===== src/rtl/mmio_io_ctrl.sv =====
// -----------------------------------------------------------------------------
// mmio_io_ctrl
//
// Memory-mapped I/O controller sitting beside data memory on the CPU's
// data path. It decodes a 32-byte window at BASE_ADDR and provides:
//   - RW output registers driving the seven-segment digits (HEX), the red
//     LEDs (LEDR) and the green LEDs (LEDG);
//   - RO views of the debounced pushbuttons (KEY, 1 = pressed) and switches (SW);
//   - sticky write-1-to-clear capture registers for key presses (KEYCAP)
//     and switch changes (SWCAP).
//
// Register map (addr[4:2], addr[1:0] ignored, full-word accesses):
//   0x00 HEX    RW  4 bits per digit
//   0x04 LEDR   RW
//   0x08 LEDG   RW
//   0x10 KEY    RO  debounced, 1 = pressed
//   0x14 SW     RO  debounced level
//   0x18 KEYCAP W1C sticky press flags
//   0x1C SWCAP  W1C sticky change flags
//   other offsets read as 0; writes to RO/unmapped offsets are dropped.
//
// Ports:
//   clk      system clock
//   reset    asynchronous, active-high reset
//   addr     CPU byte address
//   wdata    CPU store data
//   we       store strobe, sampled on the rising edge of clk
//   rdata    combinational read data for addr
//   hit      combinational window decode; the CPU read mux selects rdata on hit
//   key_n    raw pushbuttons, active-low
//   sw       raw switches
//   hex_n    active-low segments, digit i at [7i+6:7i] (gfedcba order)
//   ledr     red LEDs
//   ledg     green LEDs
//
// Build option:
//   MMIO_IO_DEBOUNCE_EN  when defined, every KEY/SW bit has a counter-based
//                        debouncer (DEBOUNCE_CYCLES stable cycles to accept a
//                        change). When undefined, the debounced state is just
//                        the synchroniser output and DEBOUNCE_CYCLES is unused.
// -----------------------------------------------------------------------------
module mmio_io_ctrl #(
  parameter int               DBITS           = 32,
  parameter logic [DBITS-1:0] BASE_ADDR       = 32'hF0000000,
  parameter int               KEY_BITS        = 4,
  parameter int               SW_BITS         = 10,
  parameter int               HEX_DIGITS      = 4,
  parameter int               LEDR_BITS       = 10,
  parameter int               LEDG_BITS       = 8,
  parameter int               DEBOUNCE_CYCLES = 500000
) (
  input  logic                    clk,
  input  logic                    reset,
  input  logic [DBITS-1:0]        addr,
  input  logic [DBITS-1:0]        wdata,
  input  logic                    we,
  output logic [DBITS-1:0]        rdata,
  output logic                    hit,
  input  logic [KEY_BITS-1:0]     key_n,
  input  logic [SW_BITS-1:0]      sw,
  output logic [7*HEX_DIGITS-1:0] hex_n,
  output logic [LEDR_BITS-1:0]    ledr,
  output logic [LEDG_BITS-1:0]    ledg
);

  localparam int HEX_BITS = 4 * HEX_DIGITS;
  localparam int IN_BITS  = KEY_BITS + SW_BITS;

  localparam logic [2:0] OFF_HEX    = 3'd0;
  localparam logic [2:0] OFF_LEDR   = 3'd1;
  localparam logic [2:0] OFF_LEDG   = 3'd2;
  localparam logic [2:0] OFF_KEY    = 3'd4;
  localparam logic [2:0] OFF_SW     = 3'd5;
  localparam logic [2:0] OFF_KEYCAP = 3'd6;
  localparam logic [2:0] OFF_SWCAP  = 3'd7;

  logic [2:0]           offset;
  logic                 wr_en;

  logic [HEX_BITS-1:0]  hex_reg;
  logic [LEDR_BITS-1:0] ledr_reg;
  logic [LEDG_BITS-1:0] ledg_reg;

  logic [IN_BITS-1:0]   raw_in;
  logic [IN_BITS-1:0]   sync1;
  logic [IN_BITS-1:0]   sync2;
  logic [IN_BITS-1:0]   deb;
  logic [IN_BITS-1:0]   deb_prev;

  logic [KEY_BITS-1:0]  key_deb;
  logic [SW_BITS-1:0]   sw_deb;
  logic [KEY_BITS-1:0]  key_rise;
  logic [SW_BITS-1:0]   sw_chg;
  logic [KEY_BITS-1:0]  key_clr;
  logic [SW_BITS-1:0]   sw_clr;
  logic [KEY_BITS-1:0]  keycap;
  logic [SW_BITS-1:0]   swcap;

  // Only the word offset and the full store word matter; the byte lane bits
  // and the store bits above each register's width are intentionally dropped.
  logic unused_bits;
  assign unused_bits = ^{addr[1:0], wdata};

  // ---------------------------------------------------------------------------
  // Address decode
  // ---------------------------------------------------------------------------
  assign hit    = (addr[DBITS-1:5] == BASE_ADDR[DBITS-1:5]);
  assign offset = addr[4:2];
  assign wr_en  = we & hit;

  // ---------------------------------------------------------------------------
  // RW output registers
  // ---------------------------------------------------------------------------
  always_ff @(posedge clk or posedge reset) begin
    if (reset) begin
      hex_reg  <= '0;
      ledr_reg <= '0;
      ledg_reg <= '0;
    end else if (wr_en) begin
      case (offset)
        OFF_HEX:  hex_reg  <= wdata[HEX_BITS-1:0];
        OFF_LEDR: ledr_reg <= wdata[LEDR_BITS-1:0];
        OFF_LEDG: ledg_reg <= wdata[LEDG_BITS-1:0];
        default:  ;
      endcase
    end
  end

  assign ledr = ledr_reg;
  assign ledg = ledg_reg;

  // ---------------------------------------------------------------------------
  // Seven-segment decode (active-low, gfedcba)
  // ---------------------------------------------------------------------------
  function automatic logic [6:0] hex_glyph(input logic [3:0] v);
    logic [6:0] seg;
    case (v)
      4'h0:    seg = 7'b1000000;
      4'h1:    seg = 7'b1111001;
      4'h2:    seg = 7'b0100100;
      4'h3:    seg = 7'b0110000;
      4'h4:    seg = 7'b0011001;
      4'h5:    seg = 7'b0010010;
      4'h6:    seg = 7'b0000010;
      4'h7:    seg = 7'b1111000;
      4'h8:    seg = 7'b0000000;
      4'h9:    seg = 7'b0010000;
      4'hA:    seg = 7'b0001000;
      4'hB:    seg = 7'b0000011;
      4'hC:    seg = 7'b1000110;
      4'hD:    seg = 7'b0100001;
      4'hE:    seg = 7'b0000110;
      default: seg = 7'b0001110;
    endcase
    return seg;
  endfunction

  for (genvar d = 0; d < HEX_DIGITS; d++) begin : g_hex
    assign hex_n[7*d +: 7] = hex_glyph(hex_reg[4*d +: 4]);
  end

  // ---------------------------------------------------------------------------
  // Input synchronisers. Keys are inverted first so that every bit of the
  // input path is active-high; KEY occupies the low bits, SW the high bits.
  // ---------------------------------------------------------------------------
  assign raw_in = {sw, ~key_n};

  always_ff @(posedge clk or posedge reset) begin
    if (reset) begin
      sync1 <= '0;
      sync2 <= '0;
    end else begin
      sync1 <= raw_in;
      sync2 <= sync1;
    end
  end

`ifdef MMIO_IO_DEBOUNCE_EN
  // ---------------------------------------------------------------------------
  // Per-bit debouncers. The counter restarts whenever the synchronised value
  // agrees with the debounced state, and also on the cycle in which the
  // synchronised value is about to change (sync1 != sync2), so any glitch
  // restarts the count. Counting starts on the first cycle sync2 holds the
  // new value; the accepting increment happens on the cycle that would bring
  // the count to DEBOUNCE_CYCLES, which gives exactly 2 + DEBOUNCE_CYCLES
  // edges from a raw change to the debounced register. The counter is
  // cleared on acceptance, so it never wraps.
  // ---------------------------------------------------------------------------
  localparam int              CNT_W   = $clog2(DEBOUNCE_CYCLES + 1);
  localparam logic [CNT_W-1:0] CNT_MAX = CNT_W'(DEBOUNCE_CYCLES);

  for (genvar b = 0; b < IN_BITS; b++) begin : g_deb
    logic [CNT_W-1:0] cnt;
    logic [CNT_W-1:0] cnt_next;
    logic             deb_bit;

    assign cnt_next = cnt + CNT_W'(1);

    always_ff @(posedge clk or posedge reset) begin
      if (reset) begin
        cnt     <= '0;
        deb_bit <= 1'b0;
      end else if ((sync2[b] == deb_bit) || (sync1[b] != sync2[b])) begin
        cnt <= '0;
      end else if (cnt_next == CNT_MAX) begin
        deb_bit <= sync2[b];
        cnt     <= '0;
      end else begin
        cnt <= cnt_next;
      end
    end

    assign deb[b] = deb_bit;
  end
`else
  // Without the debouncer the synchroniser output is the debounced state.
  assign deb = sync2;
`endif

  assign key_deb = deb[KEY_BITS-1:0];
  assign sw_deb  = deb[IN_BITS-1:KEY_BITS];

  // ---------------------------------------------------------------------------
  // Capture registers. Edges are detected against the previous debounced
  // state, so a flag becomes visible one cycle after the debounced change.
  // A set in the same cycle as a W1C clear wins because it is OR-ed in
  // after the clear mask is applied.
  // ---------------------------------------------------------------------------
  assign key_rise = key_deb & ~deb_prev[KEY_BITS-1:0];
  assign sw_chg   = sw_deb ^ deb_prev[IN_BITS-1:KEY_BITS];

  assign key_clr = (wr_en && (offset == OFF_KEYCAP)) ? wdata[KEY_BITS-1:0] : '0;
  assign sw_clr  = (wr_en && (offset == OFF_SWCAP))  ? wdata[SW_BITS-1:0]  : '0;

  always_ff @(posedge clk or posedge reset) begin
    if (reset) begin
      deb_prev <= '0;
      keycap   <= '0;
      swcap    <= '0;
    end else begin
      deb_prev <= deb;
      keycap   <= (keycap & ~key_clr) | key_rise;
      swcap    <= (swcap  & ~sw_clr)  | sw_chg;
    end
  end

  // ---------------------------------------------------------------------------
  // Read mux: purely combinational, so a load in the same cycle as a store
  // returns the value from before that store. Narrow registers zero-extend.
  // ---------------------------------------------------------------------------
  always_comb begin
    rdata = '0;
    case (offset)
      OFF_HEX:    rdata[HEX_BITS-1:0]  = hex_reg;
      OFF_LEDR:   rdata[LEDR_BITS-1:0] = ledr_reg;
      OFF_LEDG:   rdata[LEDG_BITS-1:0] = ledg_reg;
      OFF_KEY:    rdata[KEY_BITS-1:0]  = key_deb;
      OFF_SW:     rdata[SW_BITS-1:0]   = sw_deb;
      OFF_KEYCAP: rdata[KEY_BITS-1:0]  = keycap;
      OFF_SWCAP:  rdata[SW_BITS-1:0]   = swcap;
      default:    rdata = '0;
    endcase
  end

endmodule


===== config.mk =====
export PLATFORM = sky130hd
export DESIGN_NAME = mmio_io_ctrl
export DESIGN_NICKNAME = d
export VERILOG_FILES = /design/src/rtl/mmio_io_ctrl.sv
export SDC_FILE = /design/constraint.sdc
export NUM_CORES = 1
export LEC_CHECK = 0
export CORE_UTILIZATION = 35
export CTS_CLUSTER_DIAMETER = 60
export DETAILED_ROUTE_END_ITERATION = 8
export PLACE_DENSITY_LB_ADDON = 0.05
export SLEW_MARGIN = 20
export SYNTH_ARGS = -nofsm -noshare
export SYNTH_HDL_FRONTEND = slang
export SYNTH_SLANG_ARGS = --single-unit

===== constraint.sdc =====
create_clock -name clk -period 3 [get_ports clk]
set_input_delay 0.45 -clock clk [delete_from_list [all_inputs] [get_ports clk]]
set_output_delay 0.45 -clock clk [all_outputs]
set_load 0.02 [all_outputs]

==> metrics.md <==
| Metric | Value |
|---|---|
| Min cycle time layout | 2.89 ns |
| R2R Path Start | hex_reg[7] |
| Final period util | 96.5% |
| Most frequent cells in the layout | clkdlybuf4s50_1 (120), dfrtp_1 (90), mux2i_1 (25) |
| P per Cell Area | 390 nW/um2 |
| Total GRT Usage | 16.8% |
| Critical path class | primary input to output port |
| Yosys top cell area share | 46.3% |
| Yosys reg bits | 90 |
| # IOs | 160 |
| Die height | 120 um |
| Power share of the clock group | 41.9% |
| Pin count of the biggest net entering global routing | 75 |
| Netlist cell types | 49 |
| Vias after detailed routing | 3,469 |
| Avg Cell Area, Syn | 11.6 um2 |
| Clock transition at the registers of the reported paths | 0.06 ns |
| FFs w/ async S/R, synth | 100% |
| IO buf count | 125 |
| Post-Synthesis Cell Area | 4860 um2 |
| GP Congestion | 0.787 |
| YS warnings | 0 |
| Hpwl dp | 8350 um |
| N_diodes | 0 |
| Worst Hold Depth | 0 |
| Max Slew Vio Count | 0 |
| Cells after Synth | 421 |
| P_int | 1960 uW |
| Final Hold Fails | 0 |
| TritonCTS Sinks | 90 |
| Worst Tran Pin Value | 0.875 ns |
| XOR/XNOR share of the synthesized area | 1.80% |
| Status | completed |
| Worst reg2reg path depth | 2 |
| CTS tree | done |
| Vias in the first global route | 3,370 |
| Worst setup EP type | output port |
| Leak | 0.00292 uW |
| Endpoint, Worst Hold | deb[8] |
| Setup slack after placement | 0.0800 ns |
| Multiplexer share of the synthesized area | 18.6% |
| CP Launch Type | primary input |
| Root Driver | clkbuf_16 |
| F_max | 345 MHz |
| Switching Share | 24.0% |
| Worst EP required | 2.55 ns |
| Clk_lat worst skew | 0.35 ns |
| Layout cell share with drive strength beyond 1 | 14.3% |
| Starting Density | 36.3% |
| Main combinational cell family by area after synthesis | multiplexers |
| Synth Area in Compound Gates | 9.39% |
| Final setup margin | 0.105 ns |
| Max IR drop VDD | 0.399 mV |
| Die ar. | 14,400 um2 |
| DRC viols | 0 |
| Core Box Area | 13,400 um2 |
| Area delta synth->final | 36.1% |
| CTS Buf Count | 9 |
| Register-to-Register Setup Slack | 1.94 ns |
| Cts hold-fix bufs | 0 |
| Combinational power share | 9.4% |
| Adder-Cell Fraction of Synth Area | 6.17% |
| Routed length per placed instance | 15.4 um |
| Top post-synthesis cells by area | dfrtp_1 (46%), ha_1 (6.2%), mux2_4 (5.6%) |
| Worst clock skew | 0.00690 ns |
| CP max FO | 7 |
| Switching pwr | 621 uW |
| Post-synthesis simple-gate area fraction | 11.0% |
| Flop pwr share | 48.7% |
| Nets | 659 |
| Initial antenna violation count | 0 |
| Final setup fails | 0 |
| Min-Delay Startpoint | sync1[8] |
| RSZ-0062 raised after global routing | yes |
| Max clock buf depth | 2 |
| Sequential element share of the synthesized area | 46.3% |
| WL final | 11,400 um |
| Htree depth | 3 |
| DR pass1 iterations | 4 |
| Gr ovfl total | 0 |
| Maxcap violations | 0 |
| First-pass GRT wire length | 18,300 um |
| Overall Power | 2580 uW |
| Initial DRC Count | 107 |
| Routed Antenna Nets | 0 |
| Hold/Removal Path Class | flop to flop |
| Worst EP arrival | 2.44 ns |
| Top_reg_cell synth | dfrtp_1 |
| # rows | 42 |
| Largest register FFs | 16 |
| Via/cell ratio | 4.72 |
| Most common cell after layout, fill and taps aside | clkdlybuf4s50_1 |
| Cell taking the most area after synthesis | dfrtp_1 |
| Number of synthesized flops with an enable pin | 0 |
| FF-to-FF End | hex_reg[7] |
| Slew HR | 41.6% |
| Die Wd | 120 um |
[metal layers]
metal	vias up	global-route usage, %	part of all wire [%]
met5	-	0	0
met4	0	4.45	0.81
met3	7	4.47	3.7
met2	80	28.6	50
met1	1671	21.0	46
li1	1711	-	-
[synth_stat cells (2+ instances only)]
cell,instances
mux4_2,6
dfrtp_1,90
nor3_1,3
nand3_1,4
clkbuf_1,13
buf_6,2
nand2b_1,2
buf_4,17
a211oi_1,4
mux2_4,18
and2_1,7
mux2_2,12
a32o_1,3
xor2_1,9
nor3b_1,2
a22o_1,3
and4_1,2
mux2_1,10
or3b_2,2
buf_2,4
or4_1,3
ha_1,24
buf_1,3
a211o_1,9
o22ai_1,6
nand4_1,2
a21oi_1,11
o21ai_0,16
nor4_2,2
inv_1,25
nand3b_1,2
nor2_1,22
nand2_1,18
a22oi_1,4
a221o_1,4
o21a_1,2
nor4_1,2
nor2b_1,18
mux2i_1,25
[timing repair]
action / 4_1_cts / 5_1_grt
resized for setup: 0 / 5
setup endpoints to repair: 0 / 7
buffers inserted: 0 / 0
[critical path: stages]
cell             delay [ns]
clkdlybuf4s50_1        0.58
buf_4                  0.23
mux4_2                 0.50
inv_1                  0.06
a21oi_1                0.07
clkdlybuf4s50_1        0.54
[logic make-up (layout without fill, tap and decap cells)]
family                     after synthesis  after routing
AOI/OAI and AO/OA                       66             66
xor gates and xnor gates                10             10
adders and majority gates               24             24
buffers and inverters                   64            187
DFF                                     90             90
muxes                                   71             71
other                                    1             16
and+or+nand+nor                         95             95
[worst max-delay path by stage]
stage	startpoint	to	slack [ns]	cells past startpoint
6_report	addr[2]	rdata[0]	0.11	6
4_1_cts	hex_reg[5]	hex_n[7]	0.006	6
3_5_place_dp	addr[4]	rdata[3]	0.08	6
2_1_floorplan	reset	deb[0]	0.21	1
5_1_grt	addr[2]	rdata[0]	-0.01	6
3_3_place_gp	addr[2]	rdata[1]	0.09	6
[stage by stage]
step | utilization (%) | std cells | instance area (um2) | TNS, ns | hold WS, ns
after floorplan | - | 436 | 4920 | 0 | 0.331
after global placement | 47.2 | 719 | 6320 | 0 | 0.334
after detailed placement | 47.2 | 719 | 6320 | 0 | 0.335
after CTS | 49.3 | 735 | 6610 | 0 | 0.347
after global routing | 49.4 | 735 | 6620 | -0.0188 | 0.351
final | 49.4 | 735 | 6620 | 0 | 0.343
[power groups by stage]
stage	sequential (uW)	clock [uW]	combinational (uW)
floorplan	1280	0	121
detailed placement	1280	0	247
finish	1260	1080	243
CTS	1260	1120	249
global placement	1280	0	246
global route	1260	1170	268
[final cells by class]
type,instances,area [um2]
Fill cell,1254,6780
Multi-Input combinational cell,282,2340
Sequential cell,90,2250
Timing Repair Buffer,146,1420
Clock buffer,10,239
Tap cell,176,220
Inverter,25,96.3
Clock inverter,6,48.8
Note: power is estimated with default switching activity, not from simulation.
